===== src/rtl/front_panel_cmd.sv =====
// Front-panel command decoder: debounced toggles become one-shot examine/examine-next/deposit strobes and a run/stop level.
// Optional feature: define FP_AUTOREPEAT_EN to repeat EXAMINE NEXT while the toggle is held.
module front_panel_cmd #(
    parameter int DEBOUNCE_CYCLES = 50000,
    parameter int REPEAT_CYCLES   = 12500000
) (
    input  logic        clk,
    input  logic        reset,
    input  logic        sw_examine,
    input  logic        sw_examine_next,
    input  logic        sw_deposit,
    input  logic        sw_stop,
    input  logic        sw_run,
    input  logic [15:0] sense_sw,
    input  logic        stopped,
    output logic        examine,
    output logic        examine_next,
    output logic        deposit,
    output logic        run_req,
    output logic [7:0]  lo_addr,
    output logic [7:0]  hi_addr,
    output logic [7:0]  dep_data
);

    localparam int NSW     = 5;
    localparam int SW_EXAM = 0;
    localparam int SW_EXN  = 1;
    localparam int SW_DEP  = 2;
    localparam int SW_STOP = 3;
    localparam int SW_RUN  = 4;
    localparam logic [15:0] DB_LAST = 16'(DEBOUNCE_CYCLES - 1);

    if (DEBOUNCE_CYCLES < 1 || DEBOUNCE_CYCLES > 65535 ||
        REPEAT_CYCLES < 2 || REPEAT_CYCLES > 16777215) begin : g_param_check
        $error("front_panel_cmd: DEBOUNCE_CYCLES or REPEAT_CYCLES out of range");
    end

    typedef enum logic [1:0] {IDLE, LATCH, PULSE, RELEASE} state_t;
    typedef enum logic [1:0] {CMD_NONE, CMD_EXAM, CMD_EXN, CMD_DEP} cmd_t;

    logic [NSW-1:0] raw;
    logic [NSW-1:0] db;
    logic [NSW-1:0] db_q;
    logic [NSW-1:0] rise;
    logic [NSW-1:0] accept;
    logic [15:0]    db_cnt [NSW];
    logic [15:0]    sense_s1;
    logic [15:0]    sense_s2;
    state_t         state;
    state_t         state_nxt;
    cmd_t           cmd;
    cmd_t           cmd_nxt;
    logic           run_nxt;
    logic           load_addr;
    logic           exam_nxt;
    logic           exn_nxt;
    logic           dep_nxt;
    logic           rpt_fire;

    assign raw = {sw_run, sw_stop, sw_deposit, sw_examine_next, sw_examine};

    // Each toggle needs DEBOUNCE_CYCLES consecutive disagreeing samples to flip.
    always_ff @(posedge clk) begin
        if (reset) begin
            db   <= '0;
            db_q <= '0;
            // NOTE: the counter array is only five registers, so every entry is reset explicitly; a true RAM would be left unreset.
            for (int i = 0; i < NSW; i++) db_cnt[i] <= '0;
        end else begin
            // NOTE: non-blocking assignments so every register samples pre-edge values regardless of statement order.
            db_q <= db;
            for (int i = 0; i < NSW; i++) begin
                if (raw[i] == db[i]) begin
                    db_cnt[i] <= '0;
                end else if (db_cnt[i] == DB_LAST) begin
                    db[i]     <= raw[i];
                    db_cnt[i] <= '0;
                end else begin
                    db_cnt[i] <= db_cnt[i] + 16'd1;
                end
            end
        end
    end

    assign rise = db & ~db_q;

    always_comb begin
        accept = '0;
        if      (rise[SW_STOP]) accept[SW_STOP] = 1'b1;
        else if (rise[SW_EXAM]) accept[SW_EXAM] = 1'b1;
        else if (rise[SW_EXN])  accept[SW_EXN]  = 1'b1;
        else if (rise[SW_DEP])  accept[SW_DEP]  = 1'b1;
        else if (rise[SW_RUN])  accept[SW_RUN]  = 1'b1;
    end

`ifdef FP_AUTOREPEAT_EN
    localparam logic [23:0] RPT_LAST = 24'(REPEAT_CYCLES - 1);
    logic [23:0] rpt_cnt;
    logic        rpt_hold;

    // Counting starts at the initial strobe so repeats land exactly REPEAT_CYCLES apart.
    assign rpt_hold = (state == RELEASE) && (cmd == CMD_EXN) && db[SW_EXN] && stopped;
    assign rpt_fire = rpt_hold && (rpt_cnt == RPT_LAST);

    always_ff @(posedge clk) begin
        if (reset)                   rpt_cnt <= '0;
        else if (state == PULSE)     rpt_cnt <= 24'd1;
        else if (!rpt_hold || rpt_fire) rpt_cnt <= '0;
        else                         rpt_cnt <= rpt_cnt + 24'd1;
    end
`else
    assign rpt_fire = 1'b0;
`endif

    always_comb begin
        // NOTE: every output of this block gets a default first, so no path can infer a latch.
        state_nxt = state;
        cmd_nxt   = cmd;
        run_nxt   = run_req;
        load_addr = 1'b0;
        exam_nxt  = 1'b0;
        exn_nxt   = 1'b0;
        dep_nxt   = 1'b0;

        if (accept[SW_STOP])     run_nxt = 1'b0;
        else if (accept[SW_RUN]) run_nxt = 1'b1;

        case (state)
            IDLE: begin
                if (stopped) begin
                    if (accept[SW_EXAM]) begin
                        cmd_nxt   = CMD_EXAM;
                        state_nxt = LATCH;
                    end else if (accept[SW_EXN]) begin
                        cmd_nxt   = CMD_EXN;
                        state_nxt = LATCH;
                    end else if (accept[SW_DEP]) begin
                        cmd_nxt   = CMD_DEP;
                        state_nxt = LATCH;
                    end
                end
            end
            LATCH: begin
                load_addr = (cmd != CMD_EXN);
                exam_nxt  = (cmd == CMD_EXAM);
                exn_nxt   = (cmd == CMD_EXN);
                dep_nxt   = (cmd == CMD_DEP);
                state_nxt = PULSE;
            end
            PULSE: state_nxt = RELEASE;
            RELEASE: begin
                exn_nxt = rpt_fire;
                if (db == '0) state_nxt = IDLE;
            end
            default: state_nxt = IDLE;
        endcase
    end

    // Strobes are registered so they rise on the same edge the captured address does.
    always_ff @(posedge clk) begin
        if (reset) begin
            state        <= IDLE;
            cmd          <= CMD_NONE;
            run_req      <= 1'b0;
            examine      <= 1'b0;
            examine_next <= 1'b0;
            deposit      <= 1'b0;
            lo_addr      <= '0;
            hi_addr      <= '0;
            dep_data     <= '0;
            sense_s1     <= '0;
            sense_s2     <= '0;
        end else begin
            state        <= state_nxt;
            cmd          <= cmd_nxt;
            run_req      <= run_nxt;
            examine      <= exam_nxt;
            examine_next <= exn_nxt;
            deposit      <= dep_nxt;
            sense_s1     <= sense_sw;
            sense_s2     <= sense_s1;
            if (load_addr) begin
                lo_addr  <= sense_s2[7:0];
                hi_addr  <= sense_s2[15:8];
                dep_data <= sense_s2[7:0];
            end
        end
    end

endmodule

===== config.mk =====
export PLATFORM = sky130hd
export DESIGN_NAME = front_panel_cmd
export DESIGN_NICKNAME = d
export VERILOG_FILES = /design/src/rtl/front_panel_cmd.sv
export SDC_FILE = /design/constraint.sdc
export NUM_CORES = 1
export LEC_CHECK = 0
export BUFFER_PORTS_ARGS = -buffer_cell sky130_fd_sc_hd__buf_2
export CORE_UTILIZATION = 45
export DETAILED_ROUTE_END_ITERATION = 6
export HOLD_SLACK_MARGIN = 0.12
export SLEW_MARGIN = 20
export SYNTH_ARGS = -nofsm -noshare
export SYNTH_HDL_FRONTEND = slang
export SYNTH_SLANG_ARGS = --single-unit

===== constraint.sdc =====
create_clock -name clk -period 3.52 [get_ports clk]
set_input_delay 0.176 -clock clk [delete_from_list [all_inputs] [get_ports clk]]
set_output_delay 0.176 -clock clk [all_outputs]
set_load 0.01 [all_outputs]

==> results of run 1 <==
## where the power goes
group          leakage [µW]  switching (µW)  total [µW]  internal (µW)
Clock              0.000291             747        1780           1030
Sequential          0.00136            67.1        1950           1880
Combinational       0.00135             146         256            110
Total               0.00300             960        3980           3020
## area by class of cell
cell class | instances | area, µm²
clock buffer | 18 | 450
clock inverter | 14 | 136
fill | 1238 | 6020
inverter | 23 | 86.3
multi-input combinational | 511 | 2870
sequential | 146 | 3720
tap | 180 | 225
timing repair buffer | 73 | 473
## routing by layer
metal	global-route usage, %	part of all wire (%)
met3	4.74	3.3
met2	27.2	49
met5	0	0
met4	7.62	2.0
met1	19.2	46
## worst paths after layout
path                                                   from  cells past startpoint                           to
worst min register to register      sense_s2[13]$_SDFF_PP0_                      2      hi_addr[5]$_SDFFE_PP0P_
worst min-delay path                                stopped                      3          cmd[1]$_SDFFE_PP0P_
worst max-delay path            db_cnt[0][11]$_SDFFCE_PN0P_                      4  db_cnt[0][11]$_SDFFCE_PN0P_
worst max register to register  db_cnt[0][11]$_SDFFCE_PN0P_                      4  db_cnt[0][11]$_SDFFCE_PN0P_
## placed cells by master (no fill, tap or decap), types with 2 or more instances in the layout
cell / Yosys / routed
edfxtp_1: 80 / 80
nor2b_1: 40 / 40
nand4b_1: 2 / 2
o21ai_0: 2 / 2
o21a_1: 2 / 2
inv_4: 0 / 2
nand4_1: 20 / 20
clkbuf_16: 0 / 18
ha_1: 9 / 9
nor3_1: 21 / 21
nor4b_1: 3 / 3
dfxtp_1: 66 / 66
nand2_1: 55 / 55
nor4bb_1: 3 / 3
mux2i_1: 5 / 5
xnor2_1: 65 / 65
dlygate4sd3_1: 0 / 21
nor4_1: 20 / 20
nand2b_1: 4 / 4
inv_6: 0 / 7
or4bb_1: 2 / 2
and3_1: 5 / 5
nor2_1: 100 / 100
nand3_1: 26 / 26
xor2_1: 8 / 8
buf_2: 1 / 51
inv_1: 23 / 23
or4_1: 4 / 4
a21oi_1: 19 / 19
conb_1: 1 / 80
## stage by stage
step / power, µW / util (%) / std cells / area [µm²] / setup WS (ns)
after floorplan: 2160 / - / 704 / 6820 / 1.38
after global placement: 2210 / 51.3 / 912 / 7170 / 1.23
after detailed placement: 2220 / 51.3 / 912 / 7170 / 1.16
after CTS: 4020 / 56.9 / 965 / 7970 / 1.14
after global routing: 4140 / 56.9 / 965 / 7970 / 0.999
final: 3980 / 56.9 / 965 / 7970 / 1.16
## worst max-delay path, stage by stage, from the launching register on
cell	delay, ns
edfxtp_1	0.47
or4_1	0.55
nor4_1	0.43
or3_1	0.53
nor2_1	0.12
## flip-flops by register name, summed over array words and instances (netlist names), 2 cells and up
name,cells
db_cnt,80
db,5
db_q,5
sense_s2,16
sense_s1,16
cmd,2
hi_addr,8
dep_data,8
state,2
## cell families (layout without fill, tap and decap cells)
| kind of cell | Yosys count | count (layout) | share of synthesized area, % |
|---|---|---|---|
| xor+xnor | 73 | 73 | 9.80 |
| fa+ha+maj | 9 | 9 | 1.73 |
| compound gates | 31 | 31 | 3.09 |
| mux | 5 | 5 | 0.767 |
| buf+inv | 47 | 128 | 3.41 |
| simple gates | 313 | 313 | 24.0 |
| other cells | 1 | 80 | 0.0575 |
| flops | 146 | 146 | 57.1 |
==> results.sh, run 1 <==
export IMPL_tns_ns=0
export IMPL_setup_viol_count_final=0
export IMPL_place_hpwl_um=7920
export IMPL_htreeDepth=4
export IMPL_clock_path_buffers=2
export IMPL_endpoint_kind="flip-flop"
export IMPL_irDropWorstVdd_uv=312
export IMPL_antenna_found_initial=0
export IMPL_synth_area_um2=6520
export IMPL_grt_ovfl_total=0
export IMPL_p_per_area_nw_per_um2=500
export IMPL_grt_max_degree=36
export IMPL_track_usage_pct=16.3
export IMPL_rrSetupSlack_ns=1.16
export IMPL_initial_utilization_pct=46.6
export IMPL_drc=0
export IMPL_critPathKind="flip-flop to flip-flop"
export IMPL_synth_top_area_share_pct=36.8
export IMPL_grt_setup_unrepaired="no"
export IMPL_grt_pass1_vias=4216
export IMPL_finClkSkew_ns=0.00849
export IMPL_path_max_fanout=16
export IMPL_cts_sinks=146
export IMPL_hold_buffers=21
export IMPL_dr_pass1_iters=4
export IMPL_synth_yosys_seq_area_share_pct=57.1
export IMPL_numPortBuffers=51
export IMPL_clk_latency_ns=0.42
export IMPL_post_cts_buffers=0
export IMPL_row_count=43
export IMPL_die_x_um=122
export IMPL_syn_instance_count=625
export IMPL_core_area_um2=14000
export IMPL_detail_route_wl_per_cell_um=11.9
export IMPL_hold_ws_ns=0.133
export IMPL_p_leak_uw=0.00300
export IMPL_nets=805
export IMPL_relSlewSlack_pct=58.2
export IMPL_ys_ff_latch=146
export IMPL_max_freq_mhz=423
export IMPL_fin_crit_ns=2.36
export IMPL_num_antenna_cells=0
export IMPL_critPathLaunchType="flip-flop"
export IMPL_yosysTopAreaCell="edfxtp_1"
export IMPL_worst_slew_pin_slew_ns=0.627
export IMPL_cts_root_buf="clkbuf_16"
export IMPL_synth_ff_type="edfxtp_1"
export IMPL_slew_violations=0
export IMPL_synth_area_leaders="edfxtp_1, dfxtp_1, xnor2_1"
export IMPL_cts_resized=0
export IMPL_clk_pin_slew_ns=0.06
export IMPL_vias=4549
export IMPL_drv_cap=0
export IMPL_post_synth_top_count_cell="nor2_1"
export IMPL_synthArstFlopShare_pct=0
export IMPL_syn2layout_area_growth_pct=22.2
export IMPL_drtAntennaViolNets=0
export IMPL_critPathRequiredTime_ns=3.68
export IMPL_viasPerCell=4.71
export IMPL_drive_above_1_share_pct=11.3
export IMPL_syn_avg_cell_area_um2=10.4
export IMPL_drt_wl_total_um=11500
export IMPL_finalCritPeriodShare_pct=67.2
export IMPL_yosysWarnings=0
export IMPL_hold_class="input pin to flip-flop"
export IMPL_place_congestion=0.790
export IMPL_io_pins=52
export IMPL_cts_inserted_buffers=17
export IMPL_dieArea_um2=15000
export IMPL_synth_cell_type_count=46
export IMPL_hold_viol_final=0
export IMPL_netlist_top_cells_count="nor2_1, edfxtp_1, dfxtp_1"
export IMPL_synth_edff_count=80
export IMPL_cp_arrival_ns=2.52
export IMPL_grt_pass1_wl_um=18900
export IMPL_die_y_um=122
export IMPL_drt_iter0_drc=199
export IMPL_status="finished clean"
export IMPL_cts_tree="done"
No activity file was read; power rests on OpenSTA's default activity.
==> run 2, diff against run 1 <==
ABC_AREA = 1   (was default)
clock period = 2.2 ns   (was 3.52 ns; I/O delays follow)
==> run 2 against run 1 <==
Compared with the run above:
- wire length is 14% higher
- first-iteration DRC count is 79% higher
- synthesized area is 10% higher
- final area is 8.8% higher
- critical path type unchanged
- largest cell class unchanged
==> results.sh, run 2 <==
export IMPL_io_pins=52
export IMPL_regMostFlops="db_cnt"
export IMPL_synth_top_area_share_pct=33.4
export IMPL_drtAntennaViolNets=0
export IMPL_fin_crit_ns=1.77
export IMPL_p_per_area_nw_per_um2=828
export IMPL_clk_latency_ns=0.41
export IMPL_core_area_um2=15400
export IMPL_worst_slew_pin_slew_ns=0.507
export IMPL_viasPerCell=4.42
export IMPL_hold_class="input pin to flip-flop"
export IMPL_clock_path_buffers=2
export IMPL_yosysTopAreaCell="edfxtp_1"
export IMPL_critPathLaunchType="flip-flop"
export IMPL_r2r_start="db_cnt[4][0]$_SDFFCE_PN0P_"
export IMPL_grt_setup_unrepaired="no"
export IMPL_fin_ws_ns=0.432
export IMPL_drive_above_1_share_pct=17.7
export IMPL_grt_pass1_wl_um=22100
export IMPL_cts_sinks=146
export IMPL_synth_simple_area_share_pct=29.1
export IMPL_synth_area_leaders="edfxtp_1, dfxtp_1, nor2_1"
export IMPL_finClkSkew_ns=0.00613
export IMPL_cp_startpoint="db_cnt[4][0]$_SDFFCE_PN0P_"
export IMPL_cts_inserted_buffers=17
export IMPL_antenna_found_initial=0
export IMPL_synthMuxAreaShare_pct=0
export IMPL_htreeDepth=4
export IMPL_place_congestion=0.838
export IMPL_place_hpwl_um=9220
export IMPL_synth_cell_type_count=41
export IMPL_relSlewSlack_pct=66.1
export IMPL_dieArea_um2=16500
export IMPL_synth_top_family_by_area="simple AND/OR/NAND/NOR gates"
export IMPL_dr_pass1_iters=4
export IMPL_yosysWarnings=0
export IMPL_synth_compound_area_share_pct=6.23
export IMPL_track_usage_pct=17.2
export IMPL_cts_tree="done"
export IMPL_post_synth_top_count_cell="nor2_1"
export IMPL_reg_top3="db_cnt x80, sense_s1 x16, sense_s2 x16"
export IMPL_place_area_um2=7850
export IMPL_initial_utilization_pct=46.8
export IMPL_synth_area_um2=7190
export IMPL_layout_common_cells="nor2_1, nand2_1, inv_1"
export IMPL_grt_ovfl_total=0
export IMPL_netlist_top_cells_count="nor2_1, nand2_1, inv_1"
export IMPL_drt_iter0_drc=356
export IMPL_drc=0
export IMPL_die_y_um=128
export IMPL_syn_avg_cell_area_um2=8.79
export IMPL_endpoint_kind="flip-flop"
export IMPL_slew_violations=0
export IMPL_syn2layout_area_growth_pct=20.6
export IMPL_row_count=45
export IMPL_final_common_cell="nor2_1"
export IMPL_drv_cap=0
export IMPL_setup_viol_count_final=0
export IMPL_critPathKind="flip-flop to flip-flop"
export IMPL_finalCritPeriodShare_pct=80.3
export IMPL_syn_instance_count=818
export IMPL_synth_xor_area_share_pct=2.44
export IMPL_p_leak_uw=0.00370
export IMPL_dp_slack_ns=0.434
export IMPL_post_cts_buffers=0
export IMPL_numPortBuffers=51
export IMPL_ys_ff_latch=146
export IMPL_synth_edff_count=80
export IMPL_synth_ff_type="edfxtp_1"
export IMPL_stdcell_area_um2=8670
export IMPL_irDropWorstVdd_uv=588
export IMPL_grt_max_degree=41
export IMPL_hold_viol_final=0
export IMPL_cts_root_buf="clkbuf_16"
export IMPL_grt_pass1_vias=4767
export IMPL_synth_fa_ha_area_share_pct=1.57
export IMPL_detail_route_wl_per_cell_um=10.9
export IMPL_hp_start="reset"
export IMPL_drt_wl_total_um=13000
export IMPL_path_max_fanout=16
export IMPL_status="finished clean"
export IMPL_vias=5260
export IMPL_nets=1002
export IMPL_tns_ns=0
export IMPL_largest_reg_flops=80
export IMPL_critPathRequiredTime_ns=2.35
export IMPL_synthArstFlopShare_pct=0
export IMPL_dp_cells=1139
export IMPL_stdcell_count=1191
export IMPL_cp_arrival_ns=1.92
export IMPL_clk_pin_slew_ns=0.06
export IMPL_die_x_um=128
export IMPL_synth_yosys_seq_area_share_pct=51.8
export IMPL_max_freq_mhz=566
## run 2: cell types whose count changed after synthesis, moves of 20 or more
cell,change
inv_1,+89
nand2_1,+62
xnor2_1,-60
nor2b_1,-40
nor2_1,+38
o21ai_0,+23
nor2_2,+21
nor3_1,+21
a21oi_2,+20
nor4_1,-20
## run 2: worst max-delay path: stages (launching register included)
cell and delay, ns:
edfxtp_1 0.40, ha_1 0.22, nand3_2 0.13, nor2_2 0.12, nand4_1 0.18, nand2_2 0.34, nor3_1 0.11
## run 2: what timing repair did
action / CTS / global route
gates resized for setup: 0 / 0
hold buffers: 22 / 0
hold endpoints to repair: 24 / 0
## run 2: cell type report
cell class	count	area, µm²
Antenna cell	1	2.50
Clock buffer	26	557
Clock inverter	3	40.0
Fill cell	1424	6700
Inverter	121	454
Multi-Input combinational cell	607	3130
Sequential cell	146	3720
Tap cell	211	264
Timing Repair Buffer	76	498
## run 2: worst paths after layout
check / endpoint / slack (ns) / cells past startpoint
hold / removal: state[1]$_SDFFE_PP0P_ / 0.15 / 4
setup reg to reg: db_cnt[4][14]$_SDFFCE_PN0P_ / 0.43 / 6
setup / recovery: db_cnt[4][14]$_SDFFCE_PN0P_ / 0.43 / 6
hold reg to reg: sense_s2[15]$_SDFF_PP0_ / 0.40 / 2
## run 2: report_power, final
group          switching [µW]  leakage, µW  internal (µW)
Clock                    1040     0.000297           1840
Combinational             605      0.00204            392
Sequential                172      0.00136           3130
## run 2: stage by stage
stage                     hold slack, ns  utilization [%]  total power (µW)
final                              0.147             56.4              7180
after global routing               0.192             56.4              7540
after CTS                          0.121             56.4              7260
after detailed placement           0.317             51.1              4330
after global placement             0.314             51.1              4320
after floorplan                    0.217                -              4060
## run 2: per-layer routing
metal	global-route usage [%]	up-vias	share of wire [%]
met5	0	-	0
met4	6.37	0	1.3
met3	4.49	12	3.0
met2	26.5	51	46
met1	23.2	2327	50
li1	-	2870	-
## run 2: logic make-up after synthesis
logic type,Yosys count
other,1
AO/OA/AOI/OAI,72
buffers and inverters,144
flip-flops,146
AND/OR/NAND/NOR,426
XOR/XNOR,20
adder cells (fa/ha/maj),9
==> run 3, diff against run 2 <==
clock period = 1.7 ns   (was 2.2 ns; I/O delays follow)
==> run 3 against run 2 <==
Compared with the run above:
- largest cell class unchanged
- via count increased by 3.6%
- largest power group unchanged
- highest routed layer unchanged
- non-clock buffer count increased by 25
- final cell count up 2.4%
==> results.sh, run 3 (same netlist as run 2, synthesis figures left out) <==
export IMPL_path_max_fanout=8
export IMPL_finalCritPeriodShare_pct=94.5
export IMPL_die_x_um=128
export IMPL_initial_utilization_pct=46.8
export IMPL_place_hpwl_um=9630
export IMPL_viasPerCell=4.47
export IMPL_grt_pass1_wl_um=22300
export IMPL_clk_pin_slew_ns=0.06
export IMPL_detail_route_wl_per_cell_um=11.2
export IMPL_fin_crit_ns=1.61
export IMPL_crit_chain="inv_1 -> nor3_1 -> nand4_4 -> nand2_8 -> nor3_1"
export IMPL_die_y_um=128
export IMPL_dr_pass1_iters=5
export IMPL_finClkSkew_ns=0.0103
export IMPL_r2r_cells=5
export IMPL_largest_reg_flops=80
export IMPL_cts_sinks=146
export IMPL_final_common_cell="nor2_1"
export IMPL_cts_root_buf="clkbuf_16"
export IMPL_nets=1029
export IMPL_setup_viol_count_final=0
export IMPL_p_leak_uw=0.00386
export IMPL_crit_path_end="db_cnt[3][2]$_SDFFCE_PN0P_"
export IMPL_critPathRequiredTime_ns=1.86
export IMPL_vias=5450
export IMPL_reg2reg_to="db_cnt[3][2]$_SDFFCE_PN0P_"
export IMPL_drv_cap=0
export IMPL_hold_class="flip-flop to flip-flop"
export IMPL_status="finished clean"
export IMPL_num_antenna_cells=0
export IMPL_clock_path_buffers=2
export IMPL_drt_wl_total_um=13700
export IMPL_rrSetupSlack_ns=0.09
export IMPL_critPathLaunchType="flip-flop"
export IMPL_io_pins=52
export IMPL_grt_setup_unrepaired="yes"
export IMPL_cp_arrival_ns=1.77
export IMPL_drc=0
export IMPL_reg_top3="db_cnt x80, sense_s1 x16, sense_s2 x16"
export IMPL_drt_iter0_drc=276
export IMPL_place_congestion=0.818
export IMPL_p_per_area_nw_per_um2=1040
export IMPL_grt_max_degree=41
export IMPL_layout_common_cells="nor2_1, nand2_1, inv_1"
export IMPL_critPathKind="flip-flop to flip-flop"
export IMPL_drtAntennaViolNets=0
export IMPL_cp_startpoint="db_cnt[3][6]$_SDFFCE_PN0P_"
export IMPL_hp_start="sense_s1[3]$_SDFF_PP0_"
export IMPL_numPortBuffers=51
export IMPL_dieArea_um2=16500
export IMPL_max_freq_mhz=623
export IMPL_track_usage_pct=17.2
export IMPL_tns_ns=0
export IMPL_fillCellCount=1376
export IMPL_cts_tree="done"
export IMPL_antenna_found_initial=0
export IMPL_row_count=45
export IMPL_grt_ovfl_total=0
export IMPL_regMostFlops="db_cnt"
export IMPL_core_area_um2=15400
export IMPL_cts_inserted_buffers=17
export IMPL_clk_latency_ns=0.41
export IMPL_slew_violations=0
export IMPL_endpoint_kind="flip-flop"
export IMPL_drive_above_1_share_pct=21.0
export IMPL_cpMaxStageDelayCell="edfxtp_1"
export IMPL_hold_viol_final=0
export IMPL_grt_pass1_vias=4914
export IMPL_r2r_start="db_cnt[3][6]$_SDFFCE_PN0P_"
export IMPL_htreeDepth=4
export IMPL_timing_critical_path_mode_cell="nor3_1"
export IMPL_slowest_delay_ns=0.39
export IMPL_irDropWorstVdd_uv=718
export IMPL_fin_util_pct=58.5
export IMPL_syn2layout_area_growth_pct=25.2
[run 3: cell count changes in the layout (fill, tap and decap cells not counted), sizes merged]
cell,delta
nand2,+2
clkinv,+5
clkbuf,-4
bufinv,-1
inv,+3
diode,-1
dlygate4sd3,+1
buf,+24
[run 3: how the worst min path moves through the flow]
stage / endpoint / slack, ns / cells past startpoint
final: sense_s2[3]$_SDFF_PP0_ / 0.40 / 2
after global routing: sense_s2[11]$_SDFF_PP0_ / 0.41 / 2
after CTS: sense_s1[0]$_SDFF_PP0_ / 0.39 / 4
after detailed placement: sense_s1[0]$_SDFF_PP0_ / 0.29 / 3
after global placement: sense_s1[0]$_SDFF_PP0_ / 0.29 / 3
after floorplan: sense_s1[0]$_SDFF_PP0_ / 0.19 / 2
[run 3: stage by stage]
| stage | worst slack (ns) | instance area, µm² | total power, µW | hold WS (ns) | cells |
|---|---|---|---|---|---|
| after floorplan | 0.156 | 7480 | 5260 | 0.192 | 897 |
| after CTS | 0.000681 | 8850 | 9440 | 0.392 | 1212 |
| after detailed placement | 0.0234 | 8010 | 5640 | 0.294 | 1157 |
| after global placement | 0.0836 | 8010 | 5610 | 0.287 | 1157 |
| final | 0.0941 | 9000 | 9360 | 0.398 | 1220 |
| after global routing | -0.0263 | 9000 | 9830 | 0.410 | 1220 |
[run 3: metal layers]
layer	vias to the layer above	part of all wire (%)	global-route usage (%)
li1	2935	-	-
met1	2439	47	22.2
met2	66	49	28.4
met3	10	2.8	4.07
met4	0	0.84	5.67
met5	-	0	0
[run 3: final cells by class]
type	count	area (µm²)	share of cell area (%)
Sequential cell	146	3720	41.4
Multi-Input combinational cell	609	3230	35.9
Timing Repair Buffer	101	713	7.93
Clock buffer	22	551	6.12
Inverter	121	454	5.05
Tap cell	211	264	2.93
Clock inverter	10	61.3	0.681
[run 3: what timing repair did]
action	CTS	global route
hold buffers	23	0
hold endpoints to repair	25	0
resized for setup	0	16
setup endpoints to repair	0	69
buffers inserted	0	6
[run 3: power by group]
part           switching (µW)  internal, µW
sequential                216          4040
clock                    1440          2300
combinational             807           550
[run 3: critical path, delay by kind of cell, from the launching register on]
| kind | cells | cell delay, ns |
|---|---|---|
| flip-flops | 1 | 0.39 |
| AND/OR/NAND/NOR | 4 | 0.87 |
| buffers and inverters | 1 | 0.10 |
